`config.mk`:
```
export PLATFORM = sky130hd
export DESIGN_NAME = vga_sram_arbiter
export DESIGN_NICKNAME = d
export VERILOG_FILES = /design/src/rtl/vga_sram_arbiter.sv
export SDC_FILE = /design/constraint.sdc
export NUM_CORES = 1
export LEC_CHECK = 0
export ABC_CLOCK_PERIOD_IN_PS = 1760
export CORE_MARGIN = 2
export CORE_UTILIZATION = 41
export CTS_CLUSTER_SIZE = 14
export DETAILED_ROUTE_END_ITERATION = 16
export GPL_ROUTABILITY_DRIVEN = 0
export PLACE_DENSITY = 0.84
export SKIP_LAST_GASP = 1
export SLEW_MARGIN = 10
export SYNTH_ARGS = -nofsm -noshare
export SYNTH_HDL_FRONTEND = slang
export SYNTH_SLANG_ARGS = --single-unit
```
`constraint.sdc`:
```
create_clock -name clk -period 1.76 [get_ports clk]
set_input_delay 0.264 -clock clk [delete_from_list [all_inputs] [get_ports clk]]
set_output_delay 0.264 -clock clk [all_outputs]
set_load 0.05 [all_outputs]
```
`src/rtl/vga_sram_arbiter.sv`:
```
// Arbiter sharing one single-port framebuffer SRAM between the VGA fetch path
// and the CPU bus. One access is outstanding at a time and the grant is registered.
module vga_sram_arbiter #(
  parameter int ADDR_W     = 9,
  parameter int DATA_W     = 32,
  parameter int RD_LAT     = 2,
  parameter int STARVE_MAX = 4
) (
  input  logic              clk,
  input  logic              rst,
  input  logic              vga_req,
  input  logic [ADDR_W-1:0] vga_addr,
  input  logic              vga_urgent,
  output logic              vga_ack,
  output logic [DATA_W-1:0] vga_rdata,
  input  logic              cpu_req,
  input  logic              cpu_we,
  input  logic [ADDR_W-1:0] cpu_addr,
  input  logic [DATA_W-1:0] cpu_wdata,
  input  logic [3:0]        cpu_sel,
  output logic              cpu_ack,
  output logic [DATA_W-1:0] cpu_rdata,
  output logic              sram_en,
  output logic              sram_we,
  output logic [ADDR_W-1:0] sram_addr,
  output logic [DATA_W-1:0] sram_wdata,
  output logic [3:0]        sram_sel,
  input  logic [DATA_W-1:0] sram_rdata,
  input  logic              sram_busy,
  output logic              grant_cpu
);

  localparam int LAT_W = (RD_LAT > 1) ? $clog2(RD_LAT) : 1;
  localparam int STV_W = $clog2(STARVE_MAX + 1);

  localparam logic [1:0] S_IDLE  = 2'd0;
  localparam logic [1:0] S_ISSUE = 2'd1;
  localparam logic [1:0] S_WAIT  = 2'd2;
  localparam logic [1:0] S_ACK   = 2'd3;

  logic [1:0]        state_q, state_d;
  logic [LAT_W-1:0]  lat_q, lat_d;
  logic [STV_W-1:0]  starve_q, starve_d;
  logic              sram_en_q, sram_en_d;
  logic              sram_we_q, sram_we_d;
  logic [ADDR_W-1:0] sram_addr_q, sram_addr_d;
  logic [DATA_W-1:0] sram_wdata_q, sram_wdata_d;
  logic [3:0]        sram_sel_q, sram_sel_d;
  logic              vga_ack_q, vga_ack_d;
  logic              cpu_ack_q, cpu_ack_d;
  logic [DATA_W-1:0] vga_rdata_q, vga_rdata_d;
  logic [DATA_W-1:0] cpu_rdata_q, cpu_rdata_d;
  logic              grant_cpu_q, grant_cpu_d;
  logic              grant_v, grant_c;

  always_comb begin
    grant_v = 1'b0;
    grant_c = 1'b0;
    if (state_q == S_IDLE && !sram_busy) begin
      if (vga_req && cpu_req) begin
        // Urgent VGA wins unless the CPU has waited out its starvation budget;
        // otherwise alternate, using the last owner as the round-robin pointer.
        if (vga_urgent) grant_c = (starve_q == STV_W'(STARVE_MAX));
        else            grant_c = !grant_cpu_q;
        grant_v = !grant_c;
      end else begin
        grant_c = cpu_req;
        grant_v = vga_req;
      end
    end
  end

  always_comb begin
    state_d      = state_q;
    lat_d        = lat_q;
    starve_d     = starve_q;
    sram_en_d    = sram_en_q;
    sram_we_d    = sram_we_q;
    sram_addr_d  = sram_addr_q;
    sram_wdata_d = sram_wdata_q;
    sram_sel_d   = sram_sel_q;
    vga_ack_d    = 1'b0;
    cpu_ack_d    = 1'b0;
    vga_rdata_d  = vga_rdata_q;
    cpu_rdata_d  = cpu_rdata_q;
    grant_cpu_d  = grant_cpu_q;

    case (state_q)
      S_IDLE: begin
        if (grant_c || grant_v) begin
          state_d     = S_ISSUE;
          sram_en_d   = 1'b1;
          grant_cpu_d = grant_c;
          if (grant_c) begin
            sram_we_d    = cpu_we;
            sram_addr_d  = cpu_addr;
            sram_wdata_d = cpu_wdata;
            sram_sel_d   = cpu_we ? cpu_sel : 4'hF;
          end else begin
            sram_we_d    = 1'b0;
            sram_addr_d  = vga_addr;
            sram_wdata_d = '0;
            sram_sel_d   = 4'hF;
          end
        end
      end
      S_ISSUE: begin
        if (!sram_busy) begin
          sram_en_d = 1'b0;
          if (sram_we_q) begin
            state_d   = S_ACK;
            cpu_ack_d = grant_cpu_q;
            vga_ack_d = !grant_cpu_q;
          end else begin
            state_d = S_WAIT;
            lat_d   = LAT_W'(RD_LAT - 1);
          end
        end
      end
      S_WAIT: begin
        if (lat_q != '0) begin
          lat_d = lat_q - LAT_W'(1);
        end else if (!sram_busy) begin
          state_d = S_ACK;
          if (grant_cpu_q) begin
            cpu_rdata_d = sram_rdata;
            cpu_ack_d   = 1'b1;
          end else begin
            vga_rdata_d = sram_rdata;
            vga_ack_d   = 1'b1;
          end
        end
      end
      default: state_d = S_IDLE;
    endcase

    if (!cpu_req || grant_c) begin
      starve_d = '0;
    end else if (grant_v && starve_q != STV_W'(STARVE_MAX)) begin
      starve_d = starve_q + STV_W'(1);
    end
  end

  always_ff @(posedge clk) begin
    if (rst) begin
      state_q      <= S_IDLE;
      lat_q        <= '0;
      starve_q     <= '0;
      sram_en_q    <= 1'b0;
      sram_we_q    <= 1'b0;
      sram_addr_q  <= '0;
      sram_wdata_q <= '0;
      sram_sel_q   <= '0;
      vga_ack_q    <= 1'b0;
      cpu_ack_q    <= 1'b0;
      vga_rdata_q  <= '0;
      cpu_rdata_q  <= '0;
      grant_cpu_q  <= 1'b0;
    end else begin
      state_q      <= state_d;
      lat_q        <= lat_d;
      starve_q     <= starve_d;
      sram_en_q    <= sram_en_d;
      sram_we_q    <= sram_we_d;
      sram_addr_q  <= sram_addr_d;
      sram_wdata_q <= sram_wdata_d;
      sram_sel_q   <= sram_sel_d;
      vga_ack_q    <= vga_ack_d;
      cpu_ack_q    <= cpu_ack_d;
      vga_rdata_q  <= vga_rdata_d;
      cpu_rdata_q  <= cpu_rdata_d;
      grant_cpu_q  <= grant_cpu_d;
    end
  end

  assign sram_en    = sram_en_q;
  assign sram_we    = sram_we_q;
  assign sram_addr  = sram_addr_q;
  assign sram_wdata = sram_wdata_q;
  assign sram_sel   = sram_sel_q;
  assign vga_ack    = vga_ack_q;
  assign cpu_ack    = cpu_ack_q;
  assign vga_rdata  = vga_rdata_q;
  assign cpu_rdata  = cpu_rdata_q;
  assign grant_cpu  = grant_cpu_q;

endmodule
```
==> results.md, run 1 <==
- When the netlist entered floorplanning its net count stood at 606.
- STA puts the critical path data arrival time at 2.04 ns.
- The area inside the core boundary is 10,370 µm².
- The total wirelength of the detailed-routed design is 13,060 µm.
- The H-tree was split into 4 levels.
- The initial antenna violation count is 0.
- The final setup slack of the worst path is 0.08576 ns.
- The met1 routed wirelength after detailed routing is 5233 µm.
- The area share of fa/ha/maj cells after synthesis is 0.01711.
- After synthesis, the largest family of logic cells by area is compound AO/OA/AOI/OAI gates.
- Setup repair after global routing left no endpoint under its margin.
- In the final routed layout, each cell accounts on average for 15.13 µm.
- Following the worst setup path forward leads to its endpoint at sram_wdata[4].
- The maximum clock insertion buffer count is 2.
- The fraction of the mapped netlist area in compound gates is 0.1880.
- The library cell used as clock root buffer is sky130_fd_sc_hd__clkbuf_8.
- The count of mapped cells out of synthesis is 507.
- The final max-slew violation count came to 0.
- The area overhead of the layout relative to synthesis is 61.38%.
- Clock skew on the completed layout was measured at 0.01100 ns.
- The share of synthesized cell area in and, or, nand and nor gates is 0.1740.
- The endpoint identified for the worst register-to-register timing path is sram_wdata[4].
- The worst hold slack is 0.1618 ns.
- The number of max-capacitance violations reported is 0.
- In this run the remaining antenna-violating nets after routing total 0.
- The vias per cell is 5.020.
- The repair_antennas step left the layout with diodes totalling 0.
- The worst register-to-register path begins at starve_q[0].
- The first element of the critical path is starve_q[0].
- The pin count of the biggest net entering global routing is 41.
- The highest routed metal layer is met4.
- The count of pins on the block boundary is 207.
- The synthesized design contains 0 enable-type register cells.
- The post-CTS setup buffer count is 0.
- The power density normalized to cell area is 1236 nW/µm².
- The post-synthesis cell type count is 35.
- The first detailed-routing pass took 4 iterations.
- For this run, the top clock speed supported by timing is 0.5973 GHz.
- The global-route total usage across every layer is 0.2235.
- The number of hold-slack violations in the final timing report was 0.
- The via count of the first global-routing pass is 4,426.
- The initial utilization of the core area, before any placement, comes to 0.4230.
- The hold buffer count at cts is 0.
- The flow ran to the end, and the final reports show no timing, DRC or antenna violations.
- The post-synthesis xor/xnor area fraction is 0.001997.
- Summed over all nets, wire length on met3 after detailed routing comes to 1015 µm.
- The total overflow left after global routing is 0.
- For the pin with the worst max-slew slack, the measured transition is 0.5154 ns.
- The headroom to the max-slew limit is 0.6578.
- The worst setup path is captured at a flop.
- The total die area is 11,540 µm².
- Across the VDD grid, the largest voltage drop is 635.0 µV.
- The final net count is 813.
- For this run, asynchronously set or reset flops after synthesis account for 0.
- Clock latency on the worst-skew pair, taken at its later pin, is 0.50 ns.
- After synthesis the cells add up to 4387 µm².
- Clock-pin slew was measured on the worst setup and hold paths at 0.06 ns.
- The worst register-to-register path has a setup slack of 0.09 ns.
- The Yosys step of the flow raised 0 warnings.
- The sequential-to-total area share from yosys stat is 0.5476.
- The number of buffer cells added on primary ports is 206.
- The multiplexer share of the synthesized area is 0.02738.
- The path type of the worst min-delay path is in2reg.
- Along the worst path, the maximum fanout reaches 20.
- The share of final-layout standard cells stronger than drive strength 1 is 0.1499.
- The data required time of the worst path is 2.13 ns.
- The count of routing violations after the opening detailed-route iteration is 181.
- The analysis attributes to cell leakage a power of 3.011 nW.
- For this run, design rule violations remaining after detail routing come to 0.
- Counting flops and latches in the post-synthesis netlist gives 120.
- The estimated wirelength of the detail-placed design is 9274 µm.
- The most used flip-flop cell after synthesis is sky130_fd_sc_hd__dfxtp_1.
- The number of sinks handled by clock tree synthesis is 120.
- The die is 107.4 µm wide.
- Timing analysis after detailed placement gives a worst setup slack of -0.1270 ns.
- STA classifies the critical path startpoint as a flop.
- TritonCTS created 17 clock buffers.
- The final cell utilization of the core is 0.6827.
- Of the available clock period, the critical path in the final layout requires 0.9513.
- TritonCTS built the clock tree.
- The via total after detailed routing is 4,332.
- Subtracting the final worst setup slack from the clock period gives 1.674 ns.
- The first global-routing pass estimated 20,510 µm of wire.
- The design draws 8.747 mW.
- After floorplanning, the core was divided into 37 placement rows.
- The critical path is of the reg2reg type.
- Detailed routing placed a total of 6574 µm of wire on met2.
- Setup violations remaining at the end of the flow were counted as 0.
- The die is 107.4 µm tall.
- The mean cell area of the mapped netlist is 8.652 µm².
- The worst register-to-register path has a depth of 7.
==> power by group <==
| group | leakage (nW) | switching [mW] | total [mW] | internal [mW] |
|---|---|---|---|---|
| registers | 0.974 | 0.159 | 3.14 | 2.98 |
| clock network | 0.258 | 1.22 | 3.08 | 1.86 |
| logic | 1.78 | 1.58 | 2.53 | 0.944 |
| total | 3.01 | 2.96 | 8.75 | 5.79 |
==> flip-flops by register name, indices dropped and copies added (netlist names), 2 cells and up <==
signal      flops
sram_wdata     32
sram_addr       9
cpu_rdata      32
sram_sel        4
starve_q        3
vga_rdata      32
state_q         2
==> layout by cell type, fill, tap and decap left out, types with 3 or more instances in the layout <==
| master | count |
|---|---|
| sky130_fd_sc_hd__a21oi_1 | 78 |
| sky130_fd_sc_hd__nor2_1 | 42 |
| sky130_fd_sc_hd__o221a_2 | 4 |
| sky130_fd_sc_hd__buf_12 | 7 |
| sky130_fd_sc_hd__clkbuf_16 | 17 |
| sky130_fd_sc_hd__dfxtp_1 | 118 |
| sky130_fd_sc_hd__a22oi_2 | 3 |
| sky130_fd_sc_hd__o21ai_0 | 10 |
| sky130_fd_sc_hd__inv_1 | 5 |
| sky130_fd_sc_hd__mux2i_1 | 12 |
| sky130_fd_sc_hd__clkdlybuf4s50_1 | 91 |
| sky130_fd_sc_hd__nand2_1 | 133 |
| sky130_fd_sc_hd__clkinv_2 | 5 |
| sky130_fd_sc_hd__clkinv_4 | 4 |
| sky130_fd_sc_hd__clkbuf_1 | 3 |
| sky130_fd_sc_hd__buf_4 | 54 |
| sky130_fd_sc_hd__dlygate4sd2_1 | 73 |
| sky130_fd_sc_hd__ha_1 | 6 |
| sky130_fd_sc_hd__a22oi_1 | 29 |
==> layer usage <==
layer  global-route usage  vias to the layer above
met1               0.2495                     2033
li1                     -                     2125
met3              0.08535                       20
met4              0.08242                        0
met2               0.3865                      154
met5                    0                        -
==> kinds of logic (layout without fill, tap and decap cells) <==
family | Yosys count | in the layout
DFF | 120 | 120
AOI/OAI and AO/OA | 136 | 136
buffers and inverters | 44 | 264
adders and majority gates | 6 | 6
and+or+nand+nor | 188 | 188
xor gates and xnor gates | 1 | 1
muxes | 12 | 12
==> worst max-delay path, stage by stage, from the launching register on <==
cell,delay [ns]
sky130_fd_sc_hd__dfxtp_2,0.35
sky130_fd_sc_hd__inv_1,0.05
sky130_fd_sc_hd__ha_1,0.21
sky130_fd_sc_hd__and3_1,0.18
sky130_fd_sc_hd__o211a_4,0.29
sky130_fd_sc_hd__buf_12,0.17
sky130_fd_sc_hd__a22oi_2,0.22
sky130_fd_sc_hd__nor2_1,0.07
==> area by class of cell <==
| type | instances | area [µm²] |
|---|---|---|
| fillers | 855 | 3291 |
| flip-flops and latches | 120 | 2405 |
| repair buffers | 226 | 2121 |
| multi-input cells | 343 | 1831 |
| clock buffers | 20 | 425.4 |
| well taps | 136 | 170.2 |
| clock inverters | 12 | 105.1 |
| inverters | 6 | 22.52 |
==> repair_timing <==
item	4_1_cts	5_1_grt
endpoints found under the hold margin	0	0
pin swaps	0	0
endpoints found under the setup margin	74	39
cloned	0	1
gates resized for setup	74	6
==> cells in the mapped netlist (4+ instances only) <==
master	count	area (µm²)
sky130_fd_sc_hd__mux2i_1	12	120.1
sky130_fd_sc_hd__nor2_1	42	157.7
sky130_fd_sc_hd__o221a_2	4	45.04
sky130_fd_sc_hd__inv_1	5	18.77
sky130_fd_sc_hd__dfxtp_1	120	2402
sky130_fd_sc_hd__ha_1	6	75.07
sky130_fd_sc_hd__clkbuf_1	21	78.83
sky130_fd_sc_hd__nand2_1	133	499.2
sky130_fd_sc_hd__o21ai_0	10	50.05
sky130_fd_sc_hd__buf_2	16	80.08
sky130_fd_sc_hd__a22oi_1	32	240.2
sky130_fd_sc_hd__a21oi_1	78	390.4
==> worst min-delay path by stage <==
stage / from / endpoint / cells past startpoint
finish: rst / sram_wdata[12] / 2
global route: rst / sram_wdata[29] / 2
global placement: vga_rdata[3] / vga_rdata[3] / 2
detailed placement: cpu_rdata[27] / cpu_rdata[27] / 2
floorplan: sram_rdata[0] / cpu_rdata[0] / 2
CTS: rst / sram_wdata[16] / 2
==> stage by stage <==
| step | TNS, ns | cell area [µm²] | std cells |
|---|---|---|---|
| 3_5_place_dp | -1.785 | 6590 | 830 |
| 4_1_cts | 0 | 7034 | 862 |
| 5_1_grt | 0 | 7079 | 863 |
| 6_report | 0 | 7079 | 863 |
| 3_3_place_gp | -0.1382 | 6590 | 830 |
| 2_1_floorplan | 0 | 4387 | 507 |
No activity file was read; power rests on OpenSTA's default activity.
==> run 2: changes to the inputs <==
--- a/config.mk
+++ b/config.mk
@@ -6,14 +6,13 @@
 export NUM_CORES = 1
 export LEC_CHECK = 0
 export ABC_CLOCK_PERIOD_IN_PS = 1760
-export CORE_MARGIN = 2
+export CORE_MARGIN = 3
 export CORE_UTILIZATION = 41
 export CTS_CLUSTER_SIZE = 14
 export DETAILED_ROUTE_END_ITERATION = 16
 export GPL_ROUTABILITY_DRIVEN = 0
 export PLACE_DENSITY = 0.84
 export SKIP_LAST_GASP = 1
-export SLEW_MARGIN = 10
 export SYNTH_ARGS = -nofsm -noshare
 export SYNTH_HDL_FRONTEND = slang
 export SYNTH_SLANG_ARGS = --single-unit
==> results.md, run 2 (synthesized netlist as in run 1, its figures left out) <==
- The number of buffer cells added on primary ports is 206 (unchanged).
- The largest incremental delay on the critical path came to 0.37 ns (+0.02 ns).
- The number of sinks handled by clock tree synthesis is 120 (unchanged).
- The final cell utilization of the core is 0.6836 (+0.0009650).
- The number of inserted diodes is 0 (unchanged).
- The most common cell after layout, fill and taps aside is sky130_fd_sc_hd__nand2_1.
- The pin count of the biggest net entering global routing is 65 (+59%).
- The chip height came to 109.4 µm (+1.9%).
- The first-pass GRT wire length is 20,880 µm (+1.8%).
- The leakage power is 3.008 nW (about the same).
- The final antenna-violating net count is 0 (unchanged).
- The worst-skew pair later-pin latency is 0.49 ns (about the same).
- The final net count is 814 (+0.12%).
- The H-tree level count was 4 (unchanged).
- The signal on the critical path passes through inv_1 -> ha_1 -> and3_1 -> o211a_4 -> buf_12 -> a22oi_1 -> nor2_1.
- The area inside the core boundary was 10,370 µm² (unchanged).
- The vias per cell came to 4.998 (-0.44%).
- The global-route total usage across every layer is 0.2197 (-0.003777).
- The total power consumption of the routed design is 8.875 mW (+1.5%).
- The total wirelength of the detailed-routed design came to 13,350 µm (+2.2%).
- The count of pins on the block boundary came to 207 (unchanged).
- The top cell types in the final layout, fill and taps aside, are sky130_fd_sc_hd__nand2_1 (133), sky130_fd_sc_hd__dfxtp_1 (118), sky130_fd_sc_hd__clkdlybuf4s50_1 (91), sky130_fd_sc_hd__a21oi_1 (78), sky130_fd_sc_hd__dlygate4sd2_1 (72).
- The post-CTS setup buffer count is 0 (unchanged).
- The hold buffer count at cts is 0 (unchanged).
- The run finished with clean final reports.
- The gate family responsible for the most delay along the worst path is compound AO/OA/AOI/OAI gates.
- TritonCTS built the clock tree.
- The estimated wirelength of the detail-placed design is 9605 µm (+3.6%).
- The classification of the worst setup path is reg2reg.
- The cell with the largest stage delay on the worst path is sky130_fd_sc_hd__dfxtp_1.
- The maximum clock insertion buffer count is 2 (unchanged).
- The worst setup path is captured at a flop.
- The headroom to the max-slew limit is 0.6540 (-0.003836).
- The via total after detailed routing was 4,318 (-0.32%).
- The count of routing violations after the opening detailed-route iteration is 237 (+31%).
- The highest net fanout along the worst path is 32 (+60%).
- The number of max-capacitance violations reported is 0 (unchanged).
- The clock period minus worst slack is 1.693 ns (+0.01923 ns).
- The width of the die is 109.4 µm (+1.9%).
- STA classifies the critical path startpoint as a flop.
- The buffering stage count on the worst path with inverters included is 2 (unchanged).
- The path type of the worst min-delay path is in2reg.
- The number of hold-slack violations in the final timing report was 0 (unchanged).
- The via count of the first global-routing pass is 4,442 (+0.36%).
- The total negative setup slack was 0 ns (unchanged).
- The initial core utilization came to 0.4230 (unchanged).
- The share of final-layout standard cells stronger than drive strength 1 is 0.1593 (+0.009409).
- The peak supply drop is 701.8 µV (+11%).
- The first-pass detailed-route iteration total is 4 (unchanged).
- The share of the cycle needed by the critical path after routing is 0.9622 (+0.01093).
- The top achievable clock speed is 0.5905 GHz (-1.1%).
- The library cell used as clock root buffer is sky130_fd_sc_hd__clkbuf_8.
- The initial antenna violation count is 0 (unchanged).
- The remaining routing DRC violations is 0 (unchanged).
- The slew at the pin with the worst max-slew slack is 0.5211 ns (+0.005778 ns).
- The power density normalized to cell area was 1252 nW/µm² (+1.3%).
- The final max-slew violation count was 0 (unchanged).
- The routed wire length per instance was 15.45 µm (+2.1%).
- The area overhead of the layout relative to synthesis is 61.61%.
- The total die area is 11,980 µm² (+3.8%).
- Setup repair after global routing left no endpoint under its margin.
- The overall overflow remaining after global route was 0 (unchanged).
- The data required time of the worst path is 2.13 ns (about the same).
- The data arrival time of the critical path is 2.07 ns (+0.03 ns).
- The worst clock skew on the final layout was 0.009387 ns (-0.001614 ns).
- The TritonCTS buffer count is 17 (unchanged).
- The post-CTS clock slew at the launch and capture registers of the worst setup and hold paths was 0.06 ns (about the same).
- The setup-violating endpoint count in the final report is 0 (unchanged).
- The site row count is 37 (unchanged).
==> run 2: changes by cell type in the layout (fill, tap and decap cells not counted), moves of 2 or more <==
cell                         delta
sky130_fd_sc_hd__buf_4          +3
sky130_fd_sc_hd__clkbuf_1       -3
sky130_fd_sc_hd__clkinv_2       -3
sky130_fd_sc_hd__clkinv_4       -3
sky130_fd_sc_hd__clkinvlp_4     +2
sky130_fd_sc_hd__inv_6          +7
==> run 2: what timing repair did <==
action	in CTS	in global routing
resized for setup	72	9
gates cloned	0	0
pin swaps	0	1
endpoints found under the setup margin	72	79
==> run 2: final timing paths <==
| kind | startpoint | endpoint | slack (ns) | cells past startpoint |
|---|---|---|---|---|
| worst max-delay path | starve_q[0] | sram_wdata[11] | 0.07 | 7 |
| worst min-delay path | rst | state_q[1] | 0.12 | 2 |
| worst max register to register | starve_q[0] | sram_wdata[11] | 0.07 | 7 |
| worst min register to register | vga_rdata[17] | vga_rdata[17] | 0.45 | 2 |
==> run 2: where the power goes <==
group	leakage, nW	total (mW)	internal (mW)	switching [mW]
Clock	0.263	3.20	1.90	1.30
Sequential	0.974	3.15	2.98	0.172
Combinational	1.77	2.52	0.931	1.59
Total	3.01	8.87	5.81	3.06
==> run 2: metal layers <==
metal	up-vias	track usage	part of all wire	wire length [µm]
met3	16	0.07046	0.082	1089
met5	-	0	0	0
li1	2127	-	-	-
met1	1989	0.2495	0.39	5226
met4	0	0.06679	0.013	180
met2	186	0.3915	0.51	6850
==> run 2: metrics by stage <==
| step | setup WS [ns] | hold WS [ns] | instance area [µm²] | cells |
|---|---|---|---|---|
| after global placement | -0.01121 | 0.4412 | 6590 | 832 |
| after detailed placement | -0.1026 | 0.4479 | 6590 | 832 |
| after global routing | 0.004961 | 0.1317 | 7089 | 864 |
| after floorplan | 0.005012 | 0.4000 | 4387 | 507 |
| after CTS | 0.03106 | 0.1121 | 7054 | 864 |
| final | 0.06653 | 0.1215 | 7089 | 864 |
==> run 2: cell type report <==
class	instances	area (µm²)
clock buffer	17	414.1
clock inverter	15	140.1
fill	837	3281
inverter	6	22.52
multi-input combinational	343	1837
sequential	120	2405
tap	136	170.2
timing repair buffer	227	2101
==> run 3: changes to the inputs <==
--- a/config.mk
+++ b/config.mk
@@ -5,13 +5,14 @@
 export SDC_FILE = /design/constraint.sdc
 export NUM_CORES = 1
 export LEC_CHECK = 0
-export ABC_CLOCK_PERIOD_IN_PS = 1760
+export ABC_CLOCK_PERIOD_IN_PS = 1500
 export CORE_MARGIN = 3
-export CORE_UTILIZATION = 41
+export CORE_UTILIZATION = 37
 export CTS_CLUSTER_SIZE = 14
 export DETAILED_ROUTE_END_ITERATION = 16
 export GPL_ROUTABILITY_DRIVEN = 0
-export PLACE_DENSITY = 0.84
+export PLACE_DENSITY = 0.8
+export RECOVER_POWER = 25
 export SKIP_LAST_GASP = 1
 export SYNTH_ARGS = -nofsm -noshare
 export SYNTH_HDL_FRONTEND = slang
==> constraint.sdc (replaced) <==
create_clock -name clk -period 1.5 [get_ports clk]
set_input_delay 0.225 -clock clk [delete_from_list [all_inputs] [get_ports clk]]
set_output_delay 0.225 -clock clk [all_outputs]
set_load 0.05 [all_outputs]
==> results.md, run 3 (synthesized netlist as in run 1, its figures left out) <==
- The run finished, with violations left.
- The checks that failed: setup timing.
- The setup-violating endpoint count in the final report was 116 (+116).
- Leaving out fill and tap cells, the most frequent cell in the layout is sky130_fd_sc_hd__dfxtp_1.
- The final setup slack of the worst path is -0.1162 ns (-0.1828 ns).
- The overall overflow remaining after global route is 0 (unchanged).
- The number of buffer cells added on primary ports is 206 (unchanged).
- The site row count is 39 (+5.4%).
- The path type of the worst min-delay path is in2reg.
- The leakage power is 3.293 nW (+9.5%).
- The signal on the critical path passes through inv_2 -> buf_6 -> ha_4 -> nand2b_4 -> or3_4 -> clkbuf_16 -> nand2_2 -> a21oi_2.
- The share of final-layout standard cells stronger than drive strength 1 is 0.4672 (+0.3079).
- The number of inserted diodes is 0 (unchanged).
- The number of sinks handled by clock tree synthesis is 120 (unchanged).
- The routed wire length per instance is 17.95 µm (+16%).
- The final max-slew violation count was 0 (unchanged).
- The cell with the largest stage delay on the worst path is sky130_fd_sc_hd__or3_4.
- The clock share of power came to 0.336 (-0.025).
- The global-route track usage on met1 came to 0.2413 (-0.008206).
- The count of routing violations after the opening detailed-route iteration was 335 (+41%).
- The total negative setup slack is -8.389 ns (-8.389 ns).
- The pin count of the biggest net entering global routing is 74 (+14%).
- The via total after detailed routing came to 4,744 (+9.9%).
- The internal power of the cells is 7.763 mW (+34%).
- Setup repair after global routing could not meet its margin everywhere.
- The endpoint class of the critical path is a flop.
- The area overhead of the layout relative to synthesis is 89.70%.
- The worst setup path is of the reg2reg kind.
- The first-pass GRT wire length is 22,180 µm (+6.2%).
- The clock period minus worst slack came to 1.616 ns (-0.07723 ns).
- The share of the cycle needed by the critical path after routing came to 1.077 (+0.1153).
- The final antenna-violating net count is 0 (unchanged).
- The data required time of the worst path is 1.79 ns (-0.34 ns).
- The most congested layer reported by global routing is met2.
- The worst hold slack is 0.05481 ns (-0.06668 ns).
- The met2 usage in global routing is 0.3758 (-0.01568).
- The cell sitting at the root of the clock tree is a sky130_fd_sc_hd__clkbuf_16.
- The maximum clock insertion buffer count is 2 (unchanged).
- The estimated wirelength of the detail-placed design is 9173 µm (-4.5%).
- The met3 usage is 0.05474 (-0.01573).
- The width of the die is 114.9 µm (+5.0%).
- The via count of the first global-routing pass is 4,611 (+3.8%).
- The vias per cell is 5.242 (+4.9%).
- The final net count is 850 (+4.4%).
- The total wirelength of the detailed-routed design was 16,250 µm (+22%).
- The fraction of power spent switching nets is 0.3323 (-0.01298).
- The top achievable clock speed is 0.6187 GHz (+4.8%).
- The net switching component of the power is 3.863 mW (+26%).
- Leaving out fill and tap cells, the most frequent cells in the layout are sky130_fd_sc_hd__dfxtp_1 (115), sky130_fd_sc_hd__buf_4 (107), sky130_fd_sc_hd__clkdlybuf4s50_1 (91), sky130_fd_sc_hd__nand2_1 (68), sky130_fd_sc_hd__a21oi_1 (56).
- The slew at the pin with the worst max-slew slack was 0.4478 ns (-0.07335 ns).
- The first-pass detailed-route iteration total came to 4 (unchanged).
- The highest net fanout along the worst path is 8 (-75%).
- The remaining routing DRC violations was 0 (unchanged).
- The power density normalized to cell area is 1397 nW/µm² (+12%).
- The H-tree level count is 4 (unchanged).
- The worst clock skew on the final layout is 0.01246 ns (+0.003076 ns).
- The initial antenna violation count is 0 (unchanged).
- The count of pins on the block boundary is 207 (unchanged).
- The largest incremental delay on the critical path is 0.43 ns (+0.06 ns).
- The kind of start point of the critical path is a flop.
- The initial core utilization is 0.3809 (-0.04210).
- The global-route total usage across every layer is 0.2124 (-0.007345).
- The area inside the core boundary is 11,520 µm² (+11%).
- The sequential power share was 0.321 (-0.034).
- The chip height is 114.9 µm (+5.0%).
- The headroom to the max-slew limit is 0.7011 (+0.04719).
- The number of max-capacitance violations reported is 0 (unchanged).
- The peak supply drop is 756.4 µV (+7.8%).
- The number of hold-slack violations in the final timing report is 0 (unchanged).
- The final cell utilization of the core came to 0.7226 (+0.03898).
- The data arrival time of the critical path is 1.90 ns (-0.17 ns).
- The total die area is 13,200 µm² (+10%).
- The CTS tree is yes.
- The fraction of power consumed by combinational cells was 0.343 (+0.059).
- The worst-skew pair later-pin latency is 0.41 ns (-0.08 ns).
- The total power consumption of the routed design is 11.63 mW (+31%).
- The post-CTS clock slew at the launch and capture registers of the worst setup and hold paths is 0.05 ns (about the same).
- The TritonCTS buffer count is 17 (unchanged).
-- run 3: final timing paths --
| path | slack [ns] | cells after the start | start | end |
|---|---|---|---|---|
| max | -0.12 | 8 | state_q[0] | cpu_rdata[28] |
| min | 0.05 | 2 | rst | sram_en |
| max reg2reg | -0.12 | 8 | state_q[0] | cpu_rdata[28] |
| min reg2reg | 0.46 | 2 | cpu_rdata[1] | cpu_rdata[1] |
-- run 3: what timing repair did --
item	CTS	global route
pin swaps	82	67
setup buffers	3	6
hold buffers	0	0
resized for setup	66	115
setup endpoints to repair	113	117
gates cloned	9	7
-- run 3: worst max-delay path, delay by kind of cell (launching register included) --
kind | cells | cell delay (ns)
buffers and inverters | 3 | 0.39
DFF | 1 | 0.32
AOI/OAI and AO/OA | 1 | 0.05
and+or+nand+nor | 3 | 0.58
adders and majority gates | 1 | 0.15
-- run 3: power by group through the flow --
| stage | combinational, mW | sequential (mW) | clock (mW) |
|---|---|---|---|
| 6_report | 3.99 | 3.73 | 3.90 |
| 5_1_grt | 4.18 | 3.76 | 4.11 |
| 4_1_cts | 3.71 | 3.71 | 3.94 |
| 3_5_place_dp | 3.24 | 3.75 | 0 |
| 3_3_place_gp | 3.15 | 3.75 | 0 |
| 2_1_floorplan | 1.05 | 4.65 | 0 |
-- run 3: per-stage QoR --
step                worst slack, ns  instance area, µm²  instances
finish                      -0.1162                8322        905
global route                -0.2153                8322        905
CTS                         -0.1080                7754        892
detailed placement          -0.4642                6638        850
global placement            -0.3022                6638        850
floorplan                  -0.01358                4481        507
-- run 3: area by class of cell --
type | count | area, µm²
Fill cell | 795 | 3194
Timing Repair Buffer | 263 | 2620
Multi-Input combinational cell | 343 | 2516
Sequential cell | 120 | 2409
Clock buffer | 23 | 508.0
Tap cell | 143 | 178.9
Clock inverter | 7 | 67.56
Inverter | 6 | 22.52
-- run 3: per-layer routing --
metal | vias to the layer above | wire length, µm
li1 | 2216 | -
met1 | 2256 | 6275
met2 | 228 | 8505
met3 | 44 | 1022
met4 | 0 | 443
met5 | - | 0
==> RTL change 1: new RTL, settings of run 1 <==
Take the reset off `vga_rdata_q` and load it in a clocked block of its own.
--- a/src/rtl/vga_sram_arbiter.sv
+++ b/src/rtl/vga_sram_arbiter.sv
@@ -154,5 +154,4 @@
       vga_ack_q    <= 1'b0;
       cpu_ack_q    <= 1'b0;
-      vga_rdata_q  <= '0;
       cpu_rdata_q  <= '0;
       grant_cpu_q  <= 1'b0;
@@ -168,8 +167,11 @@
       vga_ack_q    <= vga_ack_d;
       cpu_ack_q    <= cpu_ack_d;
-      vga_rdata_q  <= vga_rdata_d;
       cpu_rdata_q  <= cpu_rdata_d;
       grant_cpu_q  <= grant_cpu_d;
     end
+  end
+
+  always_ff @(posedge clk) begin
+    vga_rdata_q <= vga_rdata_d;
   end
 
Formal check against the unedited RTL: not equivalent (Yosys sat finds a counterexample within 10 cycles, from zero or initial values and one cycle with rst high; the reset may be asserted at any time).
==> RTL change 1 against run 1 <==
  * Sequential share of layout area increased by 4.6 points
  * Utilization increased by 0.94 points
  * Combinational power decreased by 6%
  * Sequential cell count unchanged
  * Total power increased by 6.3%
  * Synthesized area decreased by 2.3%
  * Count of clock-buffer cells in the layout decreased by 1
  * Wire length decreased by 11%
  * Final area about the same
  * Worst setup slack got worse by 0.012 ns
  * Synthesized cell count decreased by 21%
  * Die area decreased by 2.2%
  * Critical path depth decreased by 6
  * Critical path type is now register to output port
  * Critical endpoint is now cpu_rdata[29]
==> RTL change 1: results (changes against run 1) <==
[worst_setup_path]
cp.arrival_ns = 1.42  ; -0.62 ns
r2r_slack_ns = 0.08
slowest_stage = dlygate4sd2_1
rr_endpoint = sram_wdata[22]
r2r_cells = 7  ; unchanged
max_stage_delay_ns = 0.56  ; +0.21 ns
critPathMaxFanout = 2  ; -90%
critPathTopFamily = buffers and inverters
r2r_start = starve_q[1]

[layout]
antenna_cells = 0  ; unchanged
nets = 711  ; -13%
syn_to_final_growth_pct = 65.13
fill_cells = 789  ; -7.7%
layout-drive-gt1-share_pct = 15.52  ; +0.53 points

[detailed_routing]
drt_iter0_drc = 136  ; -25%
wl_mm = 11.65  ; -11%
dr.pass1.iters = 6  ; +2
num_vias = 3829  ; -12%

[sta]
clock_skew_ns = 0.008104  ; -0.002896 ns
worst_slew_pin_slew_ns = 0.5346  ; +0.01927 ns
whs_ns = 0.2520  ; +0.09017 ns

[min_path]
holdCritStartpoint = rst
holdPathStages = 3  ; +1
min_to = sram_wdata[29]
min_path_type = input pin to register

[pwr]
power_leakage_uw = 0.002953  ; -1.9%
vdd_ir_drop_max_v = 0.0006123  ; -3.6%
p_switching_uw = 2900  ; -2.0%

[cts]
numCtsBuffers = 17  ; unchanged
cts.reportedPaths.clkPinSlew_ns = 0.06  ; about the same
clkLatencyLatePin_ns = 0.51
cts_buffer_depth = 2  ; unchanged
post-cts-setup-buffers = 0  ; unchanged
clockRootBuffer = clkbuf_8
htree_levels = 4  ; unchanged

[synth]
synth_nets = 497  ; -18%
synth_common_cells = 88 x dfxtp_1, 69 x nand2_1, 46 x a21oi_1
ys_types = 37  ; +5.7%
yosysWarnings = 0  ; unchanged
yosys-top-cells-area = dfxtp_1 41%, edfxtp_1 22%, nand2_1 6.0%
synthArstFlopShare_pct = 0  ; unchanged
synth_edf_count = 32  ; +32
ys.flop_type = dfxtp_1
yosysSeqAreaShare_pct = 63.50  ; +8.7 points

[global_routing]
grt_pass1_vias = 3687  ; -17%
grt_max_degree = 71  ; +73%
antenna_found_initial = 0  ; unchanged
gr-usage-all-layers_pct = 20.72  ; -1.6 points
grt_pass1_wl_mm = 18.15  ; -11%

[run_status]
outcome = finished, final reports clean

[place]
place_area_mm2 = 0.006546  ; -0.66%
port_buffers = 206  ; unchanged
dp_hpwl_mm = 8.130  ; -12%
post-place-ws_ns = -0.1316  ; -0.004673 ns

## RTL change 1: cells by family (layout without fill, tap and decap cells)
group / Yosys count / after routing / share of synthesized area [%]
AND/OR/NAND/NOR: 123 / 123 / 12.05
multiplexers: 12 / 12 / 2.801
flip-flops: 120 / 120 / 63.50
adder cells (fa/ha/maj): 6 / 6 / 1.751
XOR/XNOR: 1 / 1 / 0.2043
buffers and inverters: 32 / 259 / 4.056
AO/OA/AOI/OAI: 104 / 104 / 15.64
## RTL change 1: how the worst max path moves through the flow
stage	from	end	slack, ns	depth (start not counted)
3_5_place_dp	sram_busy	sram_addr[7]	-0.13	6
4_1_cts	state_q[1]	sram_addr[0]	0.04	8
2_1_floorplan	state_q[0]	vga_rdata[0]	-0.09	4
3_3_place_gp	sram_busy	state_q[0]	-0.1	6
5_1_grt	state_q[1]	sram_addr[4]	-0.03	8
6_report	cpu_rdata[29]	cpu_rdata[29]	0.07	1
## RTL change 1: power groups by stage
stage               sequential, uW  clock [uW]  combinational [uW]
global placement              3320           0                2430
floorplan                     4100           0                 781
finish                        3280        3650                2370
global route                  3310        3840                2500
CTS                           3270        3710                2370
detailed placement            3330           0                2480
## RTL change 1: final cells by class
cell class / instances / share of cell area [%]
tap: 136 / 2.403
inverter: 5 / 0.2651
clock buffer: 19 / 6.238
timing repair buffer: 222 / 29.53
sequential: 120 / 38.52
multi-input combinational: 246 / 20.34
clock inverter: 13 / 2.704
## RTL change 1: layer usage
| layer | up-vias | GRT usage [%] | wire length (um) |
|---|---|---|---|
| li1 | 1820 | - | - |
| met1 | 1784 | 24.30 | 4627 |
| met2 | 200 | 33.15 | 5498 |
| met3 | 25 | 8.216 | 1236 |
| met4 | 0 | 9.868 | 286 |
| met5 | - | 0 | 0 |
## RTL change 1: what timing repair did
item,CTS,global route
gates resized for setup,89,5
hold buffers,0,0
setup endpoints to repair,89,23
cloned,0,0
## RTL change 1: through the flow
stage,power (uW),instances
3_5_place_dp,5810,729
6_report,9297,761
5_1_grt,9653,761
3_3_place_gp,5751,729
4_1_cts,9355,761
2_1_floorplan,4884,398
## RTL change 1: worst register-to-register path: stages, from the launching register on
cell and delay, ns:
dfxtp_1 0.36, inv_1 0.05, ha_1 0.20, and3_1 0.17
o211a_1 0.27, buf_12 0.19, a22oi_1 0.25, nor2_1 0.07
==> RTL change 2: new RTL, flow settings as in run 1 <==
Without the edit above. Change the parameter `STARVE_MAX` from 4 to 8.
--- a/src/rtl/vga_sram_arbiter.sv
+++ b/src/rtl/vga_sram_arbiter.sv
@@ -5,5 +5,5 @@
   parameter int DATA_W     = 32,
   parameter int RD_LAT     = 2,
-  parameter int STARVE_MAX = 4
+  parameter int STARVE_MAX = 8
 ) (
   input  logic              clk,
Behaviour: same outputs for any inputs over 4 cycles, from zero or initial values and one cycle with rst high; that may be too few to reach the edited logic, so the function may still have changed.
==> RTL change 2 against run 1 <==
  * Final area up 3.3%
  * Utilization rose by 1.9 points
  * Synthesized area rose by 1.0%
  * Sequential cell count grew 1
  * Highest routed layer unchanged
  * Wire length increased by 9.3%
  * Total power up 3.5%
  * Critical path type unchanged
  * Worst setup slack got worse by 0.043 ns
  * Non-clock buffer count rose by 8
  * Largest power group is now the clock network
==> RTL change 2: results (changes against run 1) <==
[global_routing]
grt_pass1_wl_mm = 20.89  ; +1.9%
grt_max_degree = 84  ; +100%
gr-usage-all-layers_pct = 22.92  ; +0.57 points
grt_pass1_vias = 4303  ; -2.8%

[min_path]
min_path_type = input pin to register
holdCritStartpoint = rst

[worst_setup_path]
crit_start = starve_q[0]
critPathMaxFanout = 11  ; -45%
crit_end = sram_addr[7]
r2r_cells = 7  ; unchanged
r2r_slack_ns = 0.04  ; -0.04 ns
cp.arrival_ns = 2.12  ; +0.08 ns

[layout]
layout-drive-gt1-share_pct = 15.86  ; +0.86 points
antenna_cells = 0  ; unchanged
fill_cells = 810  ; -5.3%
nets = 806  ; -0.86%

[detailed_routing]
wl_mm = 14.28  ; +9.3%
num_vias = 4398  ; +1.5%
drt_iter0_drc = 246  ; +36%
dr.pass1.iters = 5  ; +1
wl_per_cell_um = 16.70  ; +10%

[synth]
yosysSeqAreaShare_pct = 54.66  ; -0.10 points
yosysWarnings = 0  ; unchanged
synth_area_per_cell_um2 = 9.119  ; +5.4%
yosys-top-cells-area = dfxtp_1 55%, nand2_1 11%, a21oi_1 7.7%
synthArstFlopShare_pct = 0  ; unchanged
synth_common_cells = 131 x nand2_1, 121 x dfxtp_1, 68 x a21oi_1
synth_nets = 585  ; -3.5%
ys_types = 37  ; +5.7%

[sta]
fmax_ghz = 0.5823  ; -2.5%
clock_skew_ns = 0.008666  ; -0.002335 ns
worst_slew_pin_slew_ns = 0.8717  ; +0.3563 ns

[cts]
cts.reportedPaths.clkPinSlew_ns = 0.06  ; about the same
htree_levels = 4  ; unchanged

[place]
place_area_mm2 = 0.006651  ; +0.93%
post-place-ws_ns = -0.5604  ; -0.4335 ns
dp_hpwl_mm = 9.558  ; +3.1%
placed_cells = 817  ; -1.6%

[pwr]
power_leakage_uw = 0.003178  ; +5.6%
vdd_ir_drop_max_v = 0.0007920  ; +25%

[run_status]
outcome = finished, final reports clean

RTL change 2: cell count changes in the layout (fill, tap and decap cells not counted), sizes merged, moves of 5 or more:
cell,change
nor2,-14
a22oi,-32
clkinv,-5
a211oi,+9
clkbuf,+6
o21ai,-8
a22o,+33
a21oi,-11
RTL change 2: per-layer routing:
layer,up-vias,GRT usage [%],wire (um)
li1,2102,-,-
met1,2104,25.82,5483
met2,176,41.06,7645
met3,16,5.907,871
met4,0,9.432,278
met5,-,0,0
RTL change 2: worst min path at each step:
stage / depth (start not counted) / end / slack, ns
floorplan: 1 / sram_wdata[10] / 0.39
global placement: 2 / vga_rdata[31] / 0.44
detailed placement: 2 / vga_rdata[12] / 0.45
CTS: 4 / starve_q[2] / 0.23
global route: 2 / sram_wdata[6] / 0.33
finish: 4 / starve_q[0] / 0.31
RTL change 2: what timing repair did:
item | 4_1_cts | 5_1_grt
gates resized for setup | 78 | 12
gates cloned | 0 | 5
setup buffers | 0 | 2
pin swaps | 0 | 4
endpoints found under the setup margin | 110 | 110
RTL change 2: area by class of cell:
class	count	area [um2]	share of cell area, %
repair buffers	234	2220	30.36
multi-input cells	325	1894	25.91
well taps	136	170.2	2.327
inverters	8	30.03	0.4107
flip-flops and latches	121	2426	33.18
clock inverters	7	91.34	1.249
clock buffers	24	480.5	6.571
RTL change 2: power by group:
part	switching, uW	internal, uW
clock network	1170	2150
logic	1600	991
registers	152	3000
RTL change 2: critical path, stage by stage, from the launching register on:
cell and delay (ns):
dfxtp_2 0.36, inv_1 0.05, ha_1 0.20, and4b_2 0.25
o2111ai_4 0.31, buf_12 0.18, nor2_1 0.04, a211oi_1 0.23
RTL change 2: logic make-up after synthesis:
| kind of cell | after synthesis | share of synthesized area (%) |
|---|---|---|
| simple gates | 180 | 17.11 |
| compound gates | 123 | 18.69 |
| flops | 121 | 54.66 |
| buf+inv | 41 | 4.545 |
| mux | 12 | 2.710 |
| fa+ha+maj | 6 | 1.694 |
| xor+xnor | 3 | 0.5930 |
RTL change 2: metrics by stage:
| step | setup TNS [ns] | utilization [%] |
|---|---|---|
| after detailed placement | -21.29 | 63.86 |
| after floorplan | 0 | - |
| final | 0 | 70.20 |
| after global placement | -16.66 | 63.86 |
| after CTS | 0 | 68.47 |
| after global routing | -0.07847 | 70.20 |
